$ cat src/rtl/quad_input_filter.sv
// Quadrature front end: synchronise, debounce and Gray-decode QA/QB into step/dir/err pulses.
// Optional macro QUAD_FILT_ERR_CNT_EN enables the saturating err_count; otherwise it is tied to 0.
module quad_input_filter #(
  parameter int SYNC_STAGES = 2,
  parameter int FILT_CYCLES = 16,
  parameter int ERR_WIDTH   = 16
) (
  input  logic                 clk,
  input  logic                 resetn,
  input  logic                 qa_raw,
  input  logic                 qb_raw,
  input  logic                 en,
  output logic                 qa,
  output logic                 qb,
  output logic                 step,
  output logic                 dir,
  output logic                 err,
  output logic [ERR_WIDTH-1:0] err_count
);

  localparam logic [8:0] PRIME_LAST = 9'(SYNC_STAGES + FILT_CYCLES - 1);
  localparam logic [7:0] FILT_LAST  = 8'(FILT_CYCLES - 1);

  typedef enum logic {PRIME = 1'b0, RUN = 1'b1} state_t;

  logic [SYNC_STAGES-1:0] sync_a_q, sync_a_d, sync_b_q, sync_b_d;
  logic [7:0]             cnt_a_q, cnt_a_d, cnt_b_q, cnt_b_d;
  logic [8:0]             prime_q, prime_d;
  logic                   qa_q, qa_d, qb_q, qb_d;
  logic                   step_q, step_d, dir_q, dir_d, err_q, err_d;
  state_t                 state_q, state_d;
  logic                   active_s, sa_s, sb_s;
`ifdef QUAD_FILT_ERR_CNT_EN
  logic [ERR_WIDTH-1:0]   err_cnt_q, err_cnt_d;
`endif

  // Returns {next filtered level, next counter}: a change commits only after FILT_CYCLES differing samples.
  function automatic logic [8:0] filt_next(input logic synced, input logic filt, input logic [7:0] cnt);
    if (synced == filt) begin
      return {filt, 8'd0};
    end else if (cnt == FILT_LAST) begin
      return {synced, 8'd0};
    end else begin
      return {filt, cnt + 8'd1};
    end
  endfunction

  assign sa_s     = sync_a_q[SYNC_STAGES-1];
  assign sb_s     = sync_b_q[SYNC_STAGES-1];
  assign active_s = (state_q == RUN) && en;

  // Next-state logic: synchronisers, filters, decode and prime sequencing.
  always_comb begin
    sync_a_d = {sync_a_q[SYNC_STAGES-2:0], qa_raw};
    sync_b_d = {sync_b_q[SYNC_STAGES-2:0], qb_raw};
    step_d   = 1'b0;
    err_d    = 1'b0;
    dir_d    = dir_q;
    state_d  = state_q;
    prime_d  = prime_q;
`ifdef QUAD_FILT_ERR_CNT_EN
    err_cnt_d = err_cnt_q;
`endif

    // Outside RUN the filtered levels track the synchronisers so RUN starts from the live input.
    if (active_s) begin
      {qa_d, cnt_a_d} = filt_next(sa_s, qa_q, cnt_a_q);
      {qb_d, cnt_b_d} = filt_next(sb_s, qb_q, cnt_b_q);
    end else begin
      qa_d    = sa_s;
      qb_d    = sb_s;
      cnt_a_d = 8'd0;
      cnt_b_d = 8'd0;
    end

    if (active_s) begin
      case ({qa_d ^ qa_q, qb_d ^ qb_q})
        2'b01, 2'b10: begin
          step_d = 1'b1;
          dir_d  = qa_d ^ qb_q;
        end
        2'b11: begin
          err_d = 1'b1;
`ifdef QUAD_FILT_ERR_CNT_EN
          if (err_cnt_q != {ERR_WIDTH{1'b1}}) begin
            err_cnt_d = err_cnt_q + ERR_WIDTH'(1);
          end else begin
            err_cnt_d = err_cnt_q;
          end
`endif
        end
        default: begin
          step_d = 1'b0;
          err_d  = 1'b0;
        end
      endcase
    end else begin
      step_d = 1'b0;
      err_d  = 1'b0;
    end

    case (state_q)
      PRIME: begin
        if (prime_q == PRIME_LAST) begin
          state_d = en ? RUN : PRIME;
        end else begin
          prime_d = prime_q + 9'd1;
        end
      end
      RUN: begin
        if (!en) begin
          state_d = PRIME;
          prime_d = 9'd0;
        end else begin
          state_d = RUN;
        end
      end
      default: begin
        state_d = PRIME;
        prime_d = 9'd0;
      end
    endcase
  end

  // State and output registers with synchronous active-low reset.
  always_ff @(posedge clk) begin
    if (!resetn) begin
      sync_a_q  <= {SYNC_STAGES{1'b0}};
      sync_b_q  <= {SYNC_STAGES{1'b0}};
      cnt_a_q   <= 8'd0;
      cnt_b_q   <= 8'd0;
      prime_q   <= 9'd0;
      qa_q      <= 1'b0;
      qb_q      <= 1'b0;
      step_q    <= 1'b0;
      dir_q     <= 1'b0;
      err_q     <= 1'b0;
      state_q   <= PRIME;
`ifdef QUAD_FILT_ERR_CNT_EN
      err_cnt_q <= {ERR_WIDTH{1'b0}};
`endif
    end else begin
      sync_a_q  <= sync_a_d;
      sync_b_q  <= sync_b_d;
      cnt_a_q   <= cnt_a_d;
      cnt_b_q   <= cnt_b_d;
      prime_q   <= prime_d;
      qa_q      <= qa_d;
      qb_q      <= qb_d;
      step_q    <= step_d;
      dir_q     <= dir_d;
      err_q     <= err_d;
      state_q   <= state_d;
`ifdef QUAD_FILT_ERR_CNT_EN
      err_cnt_q <= err_cnt_d;
`endif
    end
  end

  assign qa   = qa_q;
  assign qb   = qb_q;
  assign step = step_q;
  assign dir  = dir_q;
  assign err  = err_q;
`ifdef QUAD_FILT_ERR_CNT_EN
  assign err_count = err_cnt_q;
`else
  assign err_count = {ERR_WIDTH{1'b0}};
`endif

endmodule

$ cat config.mk
export PLATFORM = sky130hd
export DESIGN_NAME = quad_input_filter
export DESIGN_NICKNAME = d
export VERILOG_FILES = /design/src/rtl/quad_input_filter.sv
export SDC_FILE = /design/constraint.sdc
export NUM_CORES = 1
export LEC_CHECK = 0
export ABC_CLOCK_PERIOD_IN_PS = 2800
export CORE_MARGIN = 2
export CORE_UTILIZATION = 31
export DETAILED_ROUTE_END_ITERATION = 8
export GPL_TIMING_DRIVEN = 0
export PLACE_DENSITY_LB_ADDON = 0.3
export SKIP_CTS_REPAIR_TIMING = 1
export SLEW_MARGIN = 30
export SYNTH_ARGS = -nofsm -noshare
export SYNTH_HDL_FRONTEND = slang
export SYNTH_SLANG_ARGS = --single-unit
$ cat constraint.sdc
create_clock -name clk -period 2.8 [get_ports clk]
set_input_delay 0.56 -clock clk [delete_from_list [all_inputs] [get_ports clk]]
set_output_delay 0.56 -clock clk [all_outputs]
set_load 0.01 [all_outputs]
Word level (Yosys, flattened, before mapping)
Index checks and enable logic that the tools add are counted.
Word-level totals
  bits in registers: 35
  output and inout bits: 21
  input port bits: 5
  word-level logic and storage cells: 51
Operators by class
  muxes and demuxes: 14
  add/subtract/negate cells: 3
  equality and inequality tests: 10
  reduce and logical (&&, ||, !) cells: 7
  bitwise gates (word level): 6
Operator list (count)
  $mux 9: 6
  $pmux 9 s2: 1
  $add 8x1->8 const B: 2
  $eq 8x4->1 const B: 2
  $add 9x1->9 const B: 1
  $eq 9x5->1 const B: 1
  $reduce_or 4->1: 2
  $mux 1: 6
  $reduce_and 2->1: 3
  $eq 2x2->1 const B: 2
  $ne 2x2->1 const B: 2
  $not 1->1: 3
  $xor 1x1->1: 3
  $eq 1x1->1: 2
  $eq 2x1->1 const B: 1
  $pmux 1 s2: 1
  $reduce_or 2->1: 1
  $logic_and 1x1->1: 1

Depth between registers and ports, before layout
  depth after elaboration: 8
  depth in mapped cells: 8
  mapped depth without buffers: 7

Worst setup path after synthesis
Ideal clock, no wire load.
  path kind: reg2reg
  from: register cnt_a_q[0]
  to: register dir_q (netlist: dir)
  required time: 2.684 ns
  data arrival time: 1.621 ns
  buffers on the path: 1
  setup slack: 1.064 ns
  clock period less this slack: 1.736 ns
  stages on the path, launching flop included: 9
  library setup time: 0.116 ns
  cells stage by stage: dfxtp_1 ha_1 and3_4 buf_6 a21oi_1 nor2_1 ha_1 and3_1 a31o_1
On the way
  word-level cells in the longest chain between the ends: 8
  elaborated cells on any way between the ends: 10
  those cells by class: 3 x eq/ne; 3 x mux; 2 x bitwise; 2 x reduce/logical
RTL lines
  from (decl): RTL line 27  | logic [7:0] cnt_a_q, cnt_a_d, cnt_b_q, cnt_b_d;
  from (signal assigned): RTL line 145  | cnt_a_q <= cnt_a_d;
  $eq 8x4->1 (*): RTL line 41  | end else if (cnt == FILT_LAST) begin
  $mux 9 (*): RTL line 41
  $mux 9 (*): RTL line 39  | if (synced == filt) begin
  $mux 1 (*): RTL line 66  | if (active_s) begin
  $xor 1x1->1: RTL line 77  | case ({qa_d ^ qa_q, qb_d ^ qb_q})
  $eq 2x1->1 or $eq 2x2->1 (tied branches): RTL line 77
  $reduce_or 2->1: RTL line 77
  $reduce_and 2->1 (no source line)
  to (signal assigned): RTL line 151  | dir_q <= dir_d;
  to (decl): RTL line 30  | logic step_q, step_d, dir_q, dir_d, err_q, err_d;
Every way passes the cells marked *; elsewhere a longest branch is shown, timed or not.
A chain may end at the register's enable or synchronous reset.

Worst setup path after layout
  from: input port en
  to: register dir_q (netlist: dir)
On the way
  word-level cells in the longest chain between the ends: 6
  elaborated cells on any way between the ends: 10
  those cells by class: 2 x eq/ne; 2 x mux; 3 x bitwise; 3 x reduce/logical
RTL lines
  from (decl): RTL line 12  | input logic en,
  $logic_and 1x1->1 (*): RTL line 50  | assign active_s = (state_q == RUN) && en;
  $mux 1: RTL line 66
  $xor 1x1->1: RTL line 77
  $eq 2x1->1 or $eq 2x2->1 (tied branches): RTL line 77
  $reduce_or 2->1: RTL line 77
  $reduce_and 2->1 (no source line)
Marked as above.

==> run summary <==
synth top area cells -> dfxtp_1, buf_4, xor2_1
Reg clk slew, reported paths -> 0.07 ns
Bufs and invs on worst path -> 1
Critical Path Start Type -> input port
Die Width -> 76.2 um
status -> finished, final reports clean
final setup margin -> 0.611 ns
top cell type's share of synthesized area -> 43.3%
Worst Hold Depth -> 1
ANT cells -> 0
leak pwr -> 0.000796 uW
H-tree Lvls -> 2
Max Cap Violations -> 0
Yosys top cell by area -> dfxtp_1
top cell family by delay on the critical path -> buffers and inverters
fin crit period -> 2.19 ns
Worst Path Required -> 2.97 ns
yosys warns -> 0
power density cells -> 481 nW/um2
largest net degree at the start of global routing -> 11
fillers -> 546
wire length of the first global-routing pass -> 4650 um
critical path class -> input port to register
Comb power frac -> 6.6%
Reg power frac -> 54.9%
Worst path max stage delay -> 0.58 ns
row cnt -> 26
CTS tree -> built
CTS max path bufs -> 2
share of cells above drive strength 1 -> 13.5%
Overflow after GRT -> 0
Critical-path top delay cell -> clkdlybuf4s50_1
Yosys cell types -> 36
Die Ht -> 76.2 um
FMAX -> 0.457 GHz
combined flip-flop and latch cell area -> 701 um2
I/O Buffers -> 9
Finish-stage setup viols -> 0
CP max FO -> 6
Pins Over Slew Limit -> 0
final hold violation count -> 0
gr usage total -> 9.90%
Vias -> 1162
root buf cell -> clkbuf_8
worst slack at placement -> 0.296 ns
CTS Sinks -> 35
footprint of the multi-input gates -> 826 um2
worst r2r path cells -> 8
RSZ-0062 raised after global routing -> no
clock network latency to the later pin of the worst-skew pair -> 0.28 ns
Placeable Area -> 5070 um2
Pint -> 730 uW
io pins -> 26
Final Net Count -> 217
Critical Path Sink Type -> register
Net Sw Power -> 202 uW
Arr. time, crit path -> 2.36 ns
Hold Path Class -> register to register
Critical Path Stages -> 7
clock buffer count from CTS -> 5
area grow syn2layout -> 19.9%
DRC violations left -> 0
starting DRC count in detailed routing -> 30
Final period util -> 78.2%
final WL -> 2680 um
register area share after synthesis -> 43.3%
total die area -> 5810 um2
Worst VDD drop -> 0.219 mV
Syn Inst Count -> 176
dpl hpwl -> 2020 um
worst-path cell chain -> clkdlybuf4s50_1, nand2_1, a41oi_1, nor2_1, ha_1, and3_1, a31o_1
Placer Congestion -> 0.789
setup TNS -> 0 ns
sw frac -> 21.7%
DR WL/cell -> 9.68 um
Clock power frac -> 38.4%
Avg Cell Area, Syn -> 9.18 um2
vias in the first global route -> 1034
synthesized cell area -> 1620 um2
initial cell density of the core -> 31.9%
Pre-antenna DRT Iters -> 4
synthesized flop and latch total -> 35
remaining antenna violation count after routing -> 0
initial antenna violation count -> 0
Worst Skew -> 0.00747 ns
vias per inst -> 4.19
## worst reg2reg max path, stage by stage, from the launching register on
cell and delay (ns):
dfxtp_1 0.32, ha_1 0.22, and3_4 0.18, buf_6 0.12, a21oi_1 0.18, nor2_1 0.07
ha_1 0.28, and3_1 0.18, a31o_1 0.17
## sequential cells by signal, summed over array words and instances, names as in the netlist
signal    cells
cnt_b_q       8
prime_q       9
qa            1
sync_a_q      2
qb            1
step          1
err           1
sync_b_q      2
dir           1
state_q       1
cnt_a_q       8
## worst paths after layout
path,start,to,slack [ns]
worst max-delay path,en,dir$_SDFFE_PN0P_,0.61
worst min-delay path,sync_a_q[0]$_SDFF_PN0_,sync_a_q[1]$_SDFF_PN0_,0.43
worst max register to register,cnt_a_q[0]$_SDFF_PP0_,dir$_SDFFE_PN0P_,0.96
worst min register to register,sync_a_q[0]$_SDFF_PN0_,sync_a_q[1]$_SDFF_PN0_,0.43
## metal layers
| metal | up-vias | wire, um | global-route usage (%) |
|---|---|---|---|
| met3 | 2 | 128 | 3.55 |
| li1 | 624 | - | - |
| met4 | 0 | 30 | 3.27 |
| met2 | 27 | 1130 | 14.6 |
| met1 | 509 | 1390 | 13.4 |
| met5 | - | 0 | 0 |
## cells in the mapped netlist (all sizes together)
cell type and number:
a21boi 3, a21oi 3, a31o 1, a31oi 2, a32o 1, a41oi 1
and2 5, and3 12, and4 1, buf 17, clkbuf 1, conb 1
dfxtp 35, ha 5, inv 3, mux2i 2, nand2 10, nand2b 1
nand3 11, nand4 2, nor2 24, nor2b 3, nor3 2, nor4 3
nor4b 2, o21ai 3, or2 1, or3 1, xnor2 9, xor2 11
## area by class of cell
cell class	count	area share [%]
Multi-Input combinational cell	135	42.6
Sequential cell	35	36.2
Buffer	18	6.97
Timing Repair Buffer	9	4.65
Tap cell	70	4.52
Clock buffer	6	4.26
Inverter	3	0.581
Clock inverter	1	0.258
## power groups by stage
| stage | Clock [uW] | Combinational (uW) | Sequential [uW] |
|---|---|---|---|
| 3_5_place_dp | 0 | 62.0 | 524 |
| 6_report | 358 | 62.0 | 513 |
| 2_1_floorplan | 0 | 47.7 | 522 |
| 5_1_grt | 402 | 70.0 | 513 |
| 3_3_place_gp | 0 | 61.1 | 524 |
| 4_1_cts | 375 | 62.3 | 512 |
## stage by stage
stage / instance area, um2 / hold slack (ns) / utilization (%) / total power (uW) / instances
floorplan: 1670 / 0.412 / - / 570 / 191
global placement: 1850 / 0.415 / 36.5 / 585 / 270
detailed placement: 1850 / 0.419 / 36.5 / 586 / 270
CTS: 1940 / 0.439 / 38.2 / 950 / 277
global route: 1940 / 0.455 / 38.2 / 986 / 277
finish: 1940 / 0.434 / 38.2 / 933 / 277
## cell families after synthesis
| kind of cell | synth area share [%] |
|---|---|
| mux | 1.24 |
| flops | 43.3 |
| buf+inv | 9.06 |
| fa+ha+maj | 3.87 |
| simple gates | 25.7 |
| compound gates | 5.73 |
| other cells | 0.232 |
| xor+xnor | 10.8 |
## placed cells by master (no fill, tap or decap)
| cell | instances |
|---|---|
| nand2b_1 | 1 |
| clkinv_2 | 1 |
| a21oi_1 | 3 |
| or2_2 | 1 |
| or3_1 | 1 |
| and3_2 | 1 |
| ha_1 | 5 |
| and3_4 | 1 |
| conb_1 | 16 |
| and2_1 | 5 |
| nor2_1 | 24 |
| clkdlybuf4s50_1 | 9 |
| a21boi_1 | 2 |
| a32o_1 | 1 |
| a31o_1 | 1 |
| nand3_1 | 11 |
| nand2_1 | 10 |
| o21ai_0 | 2 |
| inv_1 | 3 |
| xor2_1 | 11 |
| nor3_1 | 2 |
| a21boi_0 | 1 |
| clkbuf_1 | 1 |
| nor4_4 | 1 |
| a31oi_1 | 2 |
| clkbuf_8 | 6 |
| xnor2_1 | 9 |
| buf_6 | 1 |
| nor2b_1 | 3 |
| nand4_1 | 2 |
| a41oi_1 | 1 |
| buf_4 | 16 |
| nor4b_1 | 2 |
| mux2i_1 | 2 |
| dfxtp_1 | 35 |
| nor4_1 | 2 |
| o21ai_1 | 1 |
| and4_1 | 1 |
| and3_1 | 10 |
Note: power is estimated with default switching activity, not from simulation.
